[src/rtl/deem_pkg.sv]
// Shared widths, saturation limits and output-stage states for the de-emphasis path.
package deem_pkg;

    localparam int IN_W  = 11;
    localparam int ACC_W = 17;

    localparam logic signed [IN_W-1:0]  SAT_MAX_IN  = {1'b0, {(IN_W-1){1'b1}}};
    localparam logic signed [IN_W-1:0]  SAT_MIN_IN  = {1'b1, {(IN_W-1){1'b0}}};
    localparam logic signed [ACC_W-1:0] SAT_MAX_ACC = {1'b0, {(ACC_W-1){1'b1}}};
    localparam logic signed [ACC_W-1:0] SAT_MIN_ACC = {1'b1, {(ACC_W-1){1'b0}}};

    typedef enum logic {
        EMPTY = 1'b0,
        FULL  = 1'b1
    } state_t;

endpackage

[src/rtl/deem_narrow_sat.sv]
// Combinational ACC_W -> IN_W saturating narrower; clip flags a clamped value.
module deem_narrow_sat
    import deem_pkg::*;
(
    input  logic signed [ACC_W-1:0] wide,
    output logic signed [IN_W-1:0]  narrow,
    output logic                    clip
);

    logic [ACC_W-IN_W:0] upper;

    // Value fits when every bit above the narrow sign bit matches it.
    assign upper  = wide[ACC_W-1:IN_W-1];
    assign clip   = !((&upper) || (~|upper));
    assign narrow = !clip ? wide[IN_W-1:0] :
                    (wide[ACC_W-1] ? SAT_MIN_IN : SAT_MAX_IN);

endmodule

[src/rtl/deem_filter_stream.sv]
// De-emphasis IIR y[n] = x[n] + y[n-1] - (y[n-1] >>> SHIFT) with valid/ready on both sides.
// Optional saturation event counter enabled by DEEM_SAT_CNT_EN.
//
// state | meaning
// EMPTY | no output held, out_valid = 0
// FULL  | out_data held, out_valid = 1
module deem_filter_stream
    import deem_pkg::*;
#(
    parameter int unsigned SHIFT = 5
) (
    input  logic                   clk,
    input  logic                   rst_n,
    input  logic                   clear,
    input  logic signed [IN_W-1:0] in_data,
    input  logic                   in_valid,
    output logic                   in_ready,
    output logic signed [IN_W-1:0] out_data,
    output logic                   out_valid,
    input  logic                   out_ready,
    output logic                   out_sat
`ifdef DEEM_SAT_CNT_EN
    ,
    output logic [15:0]            sat_count
`endif
);

    state_t                  state;
    logic signed [ACC_W-1:0] acc;
    logic signed [ACC_W-1:0] acc_shr;
    logic signed [ACC_W:0]   sum;
    logic signed [ACC_W-1:0] acc_next;
    logic                    acc_clip;
    logic signed [IN_W-1:0]  out_next;
    logic                    out_clip;
    logic                    sat_next;
    logic                    accept;

    assign in_ready = !clear && (state == EMPTY || out_ready);
    assign accept   = in_valid && in_ready;

    // One guard bit keeps the sum exact before clamping to the accumulator range.
    assign acc_shr  = acc >>> SHIFT;
    assign sum      = {{(ACC_W+1-IN_W){in_data[IN_W-1]}}, in_data}
                    + {acc[ACC_W-1], acc}
                    - {acc_shr[ACC_W-1], acc_shr};
    assign acc_clip = sum[ACC_W] != sum[ACC_W-1];
    assign acc_next = !acc_clip ? sum[ACC_W-1:0] :
                      (sum[ACC_W] ? SAT_MIN_ACC : SAT_MAX_ACC);
    assign sat_next = acc_clip || out_clip;

    deem_narrow_sat u_out_sat (
        .wide   (acc_next),
        .narrow (out_next),
        .clip   (out_clip)
    );

    always_ff @(posedge clk or negedge rst_n) begin
        if (!rst_n) begin
            state     <= EMPTY;
            acc       <= '0;
            out_data  <= '0;
            out_valid <= 1'b0;
            out_sat   <= 1'b0;
        end else if (clear) begin
            state     <= EMPTY;
            acc       <= '0;
            out_data  <= '0;
            out_valid <= 1'b0;
            out_sat   <= 1'b0;
        end else if (accept) begin
            state     <= FULL;
            acc       <= acc_next;
            out_data  <= out_next;
            out_valid <= 1'b1;
            out_sat   <= sat_next;
        end else if (state == FULL && out_ready) begin
            state     <= EMPTY;
            out_valid <= 1'b0;
        end
    end

`ifdef DEEM_SAT_CNT_EN
    always_ff @(posedge clk or negedge rst_n) begin
        if (!rst_n) begin
            sat_count <= '0;
        end else if (clear) begin
            sat_count <= '0;
        end else if (accept && sat_next && sat_count != 16'hFFFF) begin
            sat_count <= sat_count + 16'd1;
        end
    end
`endif

endmodule
[config.mk]
export PLATFORM = sky130hd
export DESIGN_NAME = deem_filter_stream
export DESIGN_NICKNAME = d
export VERILOG_FILES = /design/src/rtl/deem_pkg.sv /design/src/rtl/deem_narrow_sat.sv /design/src/rtl/deem_filter_stream.sv
export SDC_FILE = /design/constraint.sdc
export NUM_CORES = 1
export LEC_CHECK = 0
export BUFFER_PORTS_ARGS = -buffer_cell sky130_fd_sc_hd__buf_2
export CORE_AREA = 3 3 85 87
export CTS_CLUSTER_DIAMETER = 30
export DETAILED_ROUTE_END_ITERATION = 8
export DIE_AREA = 0 0 88 90
export GPL_ROUTABILITY_DRIVEN = 1
export HOLD_SLACK_MARGIN = 0.03
export REMOVE_ABC_BUFFERS = 1
export SETUP_SLACK_MARGIN = 0.2
export SLEW_MARGIN = 15
export SYNTH_ARGS = -nofsm -noshare
export SYNTH_HDL_FRONTEND = slang
export SYNTH_SLANG_ARGS = --single-unit
[constraint.sdc]
create_clock -name clk -period 10.4 [get_ports clk]
set_clock_uncertainty 0.1 [all_clocks]
set_input_delay 1.04 -clock clk [delete_from_list [all_inputs] [get_ports clk]]
set_output_delay 1.04 -clock clk [all_outputs]
set_load 0.02 [all_outputs]
==> flow_summary.rst, run 1 <==
.. list-table::
   :header-rows: 1

   * - Metric
     - Value
   * - Sink count of the clock tree
     - 30
   * - CP Launch Type
     - input pin
   * - Final count of hold timing violations
     - 0
   * - Cell Count, Final, Fillers Out
     - 454
   * - Via count
     - 2448
   * - Final period utilization
     - 0.6191
   * - Core area
     - 6422 um2
   * - Number of max-slew violations in the final report
     - 0
   * - Number of search-and-repair iterations in the first detailed-routing pass
     - 4
   * - Reg2Reg Capture Point
     - out_data[8]
   * - Placer congestion estimate
     - 0.8883
   * - Max-cap check violation count
     - 0
   * - Drt drc
     - 0
   * - Total clock buffers created by CTS
     - 5
   * - Clock transition at the registers of the reported paths
     - 0.07 ns
   * - Relative area change from synthesis to final layout
     - 10.16%
   * - Final critical-path setup slack
     - 3.962 ns
   * - Highest net fanout along the worst path
     - 17
   * - Worst Path Required
     - 10.50 ns
   * - Worst rel slew slack
     - 0.4001
   * - Syn Std Cell Area
     - 2918 um2
   * - Share of the yosys chip area belonging to registers
     - 0.2573
   * - Type of element capturing the critical path
     - flop
   * - Count of nets after finishing
     - 432
   * - Crit path arrival time
     - 6.54 ns
   * - Global Route Usage Sum
     - 0.1910
   * - Seq cells post-synth
     - 30
   * - Initial cell density of the core
     - 0.4543
   * - Leading register cell type out of synthesis
     - sky130_fd_sc_hd__dfrtp_1
   * - Die Wd
     - 88 um
   * - Post-detailed-route via-to-cell ratio
     - 5.392
   * - RSZ-0062 raised after global routing
     - no
   * - ANT cells
     - 0
   * - Min-Delay Path Class
     - flop to flop
   * - Clock tree from TritonCTS
     - built
   * - HPWL after detailed placement
     - 5484 um
   * - Launch point of the worst hold path
     - acc[3]
   * - Detailed-route wire length
     - 7000 um
   * - Cells after Synth
     - 350
   * - Die height
     - 90 um
   * - Pre-CTS setup slack
     - 3.721 ns
   * - Library cells used by synthesis
     - 52
   * - Critical setup path kind
     - input pin to flop
   * - Number of enable flip-flop cells after synthesis
     - 0
   * - I/O pin count
     - 30
   * - Global-route wire length before repair
     - 11850 um
   * - Final setup viols
     - 0
   * - Async set-or-reset flop fraction in the synthesized netlist
     - 1.000
   * - Overflow after GRT
     - 0
   * - Number of port buffers
     - 29
   * - Most frequent standard cell in the layout excluding fill and tap cells
     - sky130_fd_sc_hd__inv_1
   * - Reg2reg path depth
     - 19
   * - Post CTS Setup Buffer Count
     - 0
   * - Maximum clock frequency
     - 155.3 MHz
   * - Cell depth of the worst hold path
     - 2
   * - Count of fill cells added during filler insertion
     - 642
   * - CTS-repair resized insts
     - 0
   * - Total negative slack for setup checks
     - 0 ns
   * - Max H-tree Level
     - 2
   * - Status
     - finished clean
   * - Number of nets with antenna violations after detailed routing
     - 0
   * - Worst R2R Setup Slack
     - 4.40 ns
   * - Mean routed wirelength per cell
     - 15.42 um
   * - Placement row count
     - 29
   * - Transition time at the pin with the least slew margin
     - 0.8965 ns
   * - Post-synthesis area per instance
     - 8.337 um2
   * - Number of design-rule violations left by the first detailed-router iteration
     - 113
   * - Clk Tree Root Cell
     - sky130_fd_sc_hd__clkbuf_8
   * - Post-CTS Hold Fix Bufs
     - 0
   * - Largest net degree at the start of global routing
     - 31
   * - Clock latency at the later pin of the worst-skew pair
     - 0.29 ns
   * - Post-Place Cells
     - 448
   * - Clock period minus worst slack
     - 6.438 ns
   * - Fraction of layout instances using a drive strength above 1
     - 0.1300
   * - Number of antenna violations at the first check in global routing
     - 0
   * - Total Die Area
     - 7920 um2
   * - Reg-to-Reg Start
     - acc[5]
   * - Fraction of the core area covered by cells at the end of the flow
     - 0.5005
   * - Endpoint, Worst Hold
     - acc[3]
   * - Maximum clock insertion buffer count
     - 2
   * - Yosys warning total
     - 0
   * - Top library cells by usage in the layout, fill and taps aside
     - sky130_fd_sc_hd__inv_1, sky130_fd_sc_hd__nand2_1, sky130_fd_sc_hd__dfrtp_1
   * - Number of global-route vias before repair
     - 2384
[cells in the mapped netlist, types with 7 or more instances]
cell	number	area (um2)
sky130_fd_sc_hd__inv_1	63	236.5
sky130_fd_sc_hd__nand2_1	37	138.9
sky130_fd_sc_hd__dfrtp_1	30	750.7
sky130_fd_sc_hd__nor2_1	23	86.33
sky130_fd_sc_hd__ha_1	22	275.3
sky130_fd_sc_hd__o21ai_0	22	110.1
sky130_fd_sc_hd__a21oi_1	18	90.09
sky130_fd_sc_hd__fa_1	16	320.3
sky130_fd_sc_hd__o211ai_1	9	67.56
sky130_fd_sc_hd__a21o_1	8	60.06
sky130_fd_sc_hd__clkbuf_1	8	30.03
sky130_fd_sc_hd__nand2b_1	7	43.79
[layout make-up]
class	count	area (um2)	share of cell area
Multi-Input combinational cell	247	1892	0.5886
Clock buffer	6	82.58	0.02569
Tap cell	77	96.34	0.02997
Timing Repair Buffer	30	152.6	0.04749
Inverter	64	240.2	0.07474
Sequential cell	30	750.7	0.2336
[worst max path at each step]
stage                  endpoint        from  slack, ns  cells past startpoint
detailed placement  out_data[8]  in_data[5]       3.72                     20
floorplan           out_data[8]  in_data[5]       4.44                     19
CTS                 out_data[8]  in_data[5]       4.00                     20
global placement    out_data[8]  in_data[5]       3.80                     20
finish              out_data[8]  in_data[5]       3.96                     20
global route        out_data[8]  in_data[5]       3.52                     20
[flip-flops by register name, summed over array words and instances, names as in the netlist]
register / flops
acc: 17
out_data: 11
out_sat: 1
state: 1
[per-layer routing]
layer	vias to the layer above	global-route usage	wire, um
met3	13	0.04205	314
met2	51	0.2751	3065
met1	1153	0.2819	3462
met5	-	0	0
li1	1231	-	-
met4	0	0.06010	159
[critical path: stages]
cell and delay (ns):
sky130_fd_sc_hd__buf_2 0.07, sky130_fd_sc_hd__inv_1 0.05, sky130_fd_sc_hd__fa_1 0.52, sky130_fd_sc_hd__inv_1 0.04, sky130_fd_sc_hd__ha_1 0.35, sky130_fd_sc_hd__nand2_2 0.09, sky130_fd_sc_hd__or4b_4 0.47, sky130_fd_sc_hd__o21a_1 0.22
sky130_fd_sc_hd__a2111o_1 0.46, sky130_fd_sc_hd__nand3_2 0.12, sky130_fd_sc_hd__or2b_1 0.23, sky130_fd_sc_hd__a21oi_1 0.17, sky130_fd_sc_hd__xnor2_1 0.10, sky130_fd_sc_hd__ha_1 0.70, sky130_fd_sc_hd__clkinv_1 0.42, sky130_fd_sc_hd__a211oi_1 0.47
sky130_fd_sc_hd__nor2_1 0.17, sky130_fd_sc_hd__a2111oi_4 0.40, sky130_fd_sc_hd__a311oi_4 0.14, sky130_fd_sc_hd__o311ai_2 0.27
[per-stage QoR]
step	instance area (um2)	hold slack [ns]
detailed placement	3132	0.3660
global placement	3132	0.3639
CTS	3214	0.3805
global route	3214	0.4037
finish	3214	0.3730
floorplan	2883	0.3459
[kinds of logic after synthesis]
group	share of synthesized area
flip-flops	0.2573
XOR/XNOR	0.03302
AND/OR/NAND/NOR	0.1878
buffers and inverters	0.09434
multiplexers	0.003859
adder cells (fa/ha/maj)	0.2041
AO/OA/AOI/OAI	0.2196
Power of run 1 is left out: the tool's default activity adds up to more than one toggle a clock period on the data nets, which glitch-free logic cannot reach.
==> run 2, diff against run 1 <==
clock period = 6.5 ns   (was 10.4 ns; I/O delays follow)
==> run 2 against run 1 <==
  * Largest cell class unchanged
  * Sequential share of layout area down 0.12 points
  * Hold slack worse by 0.078 ns
  * Clock-buffer cell count up 1
  * Register-to-register slack worse by 3.2 ns
  * Final area up 0.51%
  * Sequential cell count unchanged
  * Critical path depth unchanged
  * Critical endpoint unchanged
==> flow_summary.rst, run 2 (same netlist as run 1, synthesis figures left out) <==
.. list-table::
   :header-rows: 1

   * - Metric
     - Value
   * - Die height
     - 90 um
   * - Maximum clock insertion buffer count
     - 2
   * - Placer congestion estimate
     - 0.8636
   * - Largest net degree at the start of global routing
     - 31
   * - Max H-tree Level
     - 2
   * - Initial cell density of the core
     - 0.4543
   * - Overflow after GRT
     - 0
   * - Status
     - finished clean
   * - Highest net fanout along the worst path
     - 9
   * - Detailed-route wire length
     - 7071 um
   * - Worst rel slew slack
     - 0.4150
   * - Global-route wire length before repair
     - 12240 um
   * - Number of search-and-repair iterations in the first detailed-routing pass
     - 4
   * - Final critical-path setup slack
     - 1.098 ns
   * - Die Wd
     - 88 um
   * - Number of max-slew violations in the final report
     - 0
   * - Clk Tree Root Cell
     - sky130_fd_sc_hd__clkbuf_8
   * - Type of element capturing the critical path
     - flop
   * - Worst R2R Setup Slack
     - 1.16 ns
   * - Via count
     - 2420
   * - Fraction of layout instances using a drive strength above 1
     - 0.1342
   * - Worst Path Required
     - 6.59 ns
   * - Transition time at the pin with the least slew margin
     - 0.8743 ns
   * - Max-cap check violation count
     - 0
   * - ANT cells
     - 0
   * - Gr busiest metal
     - met2
   * - Total clock buffers created by CTS
     - 5
   * - Top library cells by usage in the layout, fill and taps aside
     - sky130_fd_sc_hd__inv_1, sky130_fd_sc_hd__nand2_1, sky130_fd_sc_hd__dfrtp_1
   * - Relative area change from synthesis to final layout
     - 10.72%
   * - CTS-repair resized insts
     - 0
   * - Largest registers
     - acc (17), out_data (11)
   * - Post CTS Setup Buffer Count
     - 0
   * - Post-CTS Hold Fix Bufs
     - 0
   * - Number of nets with antenna violations after detailed routing
     - 0
   * - Core area
     - 6422 um2
   * - HPWL after detailed placement
     - 5574 um
   * - RSZ-0062 raised after global routing
     - no
   * - Sink count of the clock tree
     - 30
   * - Number of port buffers
     - 29
   * - Number of antenna violations at the first check in global routing
     - 0
   * - Clock tree from TritonCTS
     - built
   * - Met1 track demand over resource
     - 0.2795
   * - Clock period minus worst slack
     - 5.402 ns
   * - Most frequent standard cell in the layout excluding fill and tap cells
     - sky130_fd_sc_hd__inv_1
   * - Maximum clock frequency
     - 185.1 MHz
   * - Final setup viols
     - 0
   * - I/O pin count
     - 30
   * - Met2 usage in global routing
     - 0.3084
   * - Pre-CTS setup slack
     - 0.8305 ns
   * - Global Route Usage Sum
     - 0.1971
   * - CP Launch Type
     - input pin
   * - Total Die Area
     - 7920 um2
   * - Crit path arrival time
     - 5.49 ns
   * - Clock latency at the later pin of the worst-skew pair
     - 0.29 ns
   * - Max reg flops
     - 17
   * - Post-detailed-route via-to-cell ratio
     - 5.295
   * - Number of design-rule violations left by the first detailed-router iteration
     - 131
   * - Drt drc
     - 0
   * - Min-Delay Path Class
     - input pin to asynchronous set/reset pin
   * - Mean routed wirelength per cell
     - 15.47 um
   * - Global-route met3 utilization
     - 0.03473
   * - Total negative slack for setup checks
     - 0 ns
   * - Final count of hold timing violations
     - 0
   * - Critical setup path kind
     - input pin to flop
   * - Number of global-route vias before repair
     - 2488
   * - Cell Count, Final, Fillers Out
     - 457
   * - Count of nets after finishing
     - 433
   * - Fraction of the core area covered by cells at the end of the flow
     - 0.5030
   * - Post-Place Cells
     - 449
   * - Final period utilization
     - 0.8310
   * - Clock transition at the registers of the reported paths
     - 0.07 ns
   * - Placement row count
     - 29
   * - Register containing the most flip-flops in the final layout
     - acc
-- run 2: worst max-delay path, stage by stage --
cell and delay, ns:
sky130_fd_sc_hd__buf_2 0.07, sky130_fd_sc_hd__inv_1 0.05, sky130_fd_sc_hd__fa_1 0.54, sky130_fd_sc_hd__inv_1 0.04, sky130_fd_sc_hd__ha_1 0.34, sky130_fd_sc_hd__nand2_2 0.09, sky130_fd_sc_hd__or4b_4 0.47, sky130_fd_sc_hd__o21a_1 0.22
sky130_fd_sc_hd__a2111o_1 0.45, sky130_fd_sc_hd__nand3_2 0.12, sky130_fd_sc_hd__or2b_1 0.23, sky130_fd_sc_hd__a21oi_1 0.18, sky130_fd_sc_hd__xnor2_1 0.10, sky130_fd_sc_hd__ha_1 0.30, sky130_fd_sc_hd__clkinv_1 0.21, sky130_fd_sc_hd__a211oi_1 0.44
sky130_fd_sc_hd__nor2_1 0.16, sky130_fd_sc_hd__a2111oi_4 0.40, sky130_fd_sc_hd__a311oi_4 0.15, sky130_fd_sc_hd__o311ai_2 0.27
-- run 2: final timing paths --
path	startpoint	end	cells after the start
setup / recovery	in_data[5]	out_data[8]	20
hold / removal	rst_n	acc[8]	1
setup reg to reg	acc[5]	out_data[8]	19
hold reg to reg	acc[3]	acc[3]	2
max in group asynchronous	rst_n	acc[13]	1
min in group clk	acc[3]	acc[3]	2
-- run 2: per-stage QoR --
step	hold WS (ns)	area (um2)
2_1_floorplan	0.2544	2883
3_3_place_gp	0.3631	3139
3_5_place_dp	0.3640	3139
4_1_cts	0.3362	3231
5_1_grt	0.3534	3231
6_report	0.2949	3231
-- run 2: layer usage --
metal  up-vias  share of wire  routed length (um)
met2        48           0.45                3187
met5         -              0                   0
met4         0          0.012                  88
met1      1132           0.48                3405
met3         6          0.055                 389
li1       1234              -                   -
-- run 2: cell type report --
| class | instances | area [um2] |
|---|---|---|
| Tap cell | 77 | 96.34 |
| Inverter | 64 | 240.2 |
| Clock inverter | 1 | 5.005 |
| Timing Repair Buffer | 31 | 160.2 |
| Clock buffer | 7 | 86.33 |
| Fill cell | 631 | 3192 |
| Sequential cell | 30 | 750.7 |
| Multi-Input combinational cell | 247 | 1892 |
Power of run 2 is left out for the same reason.
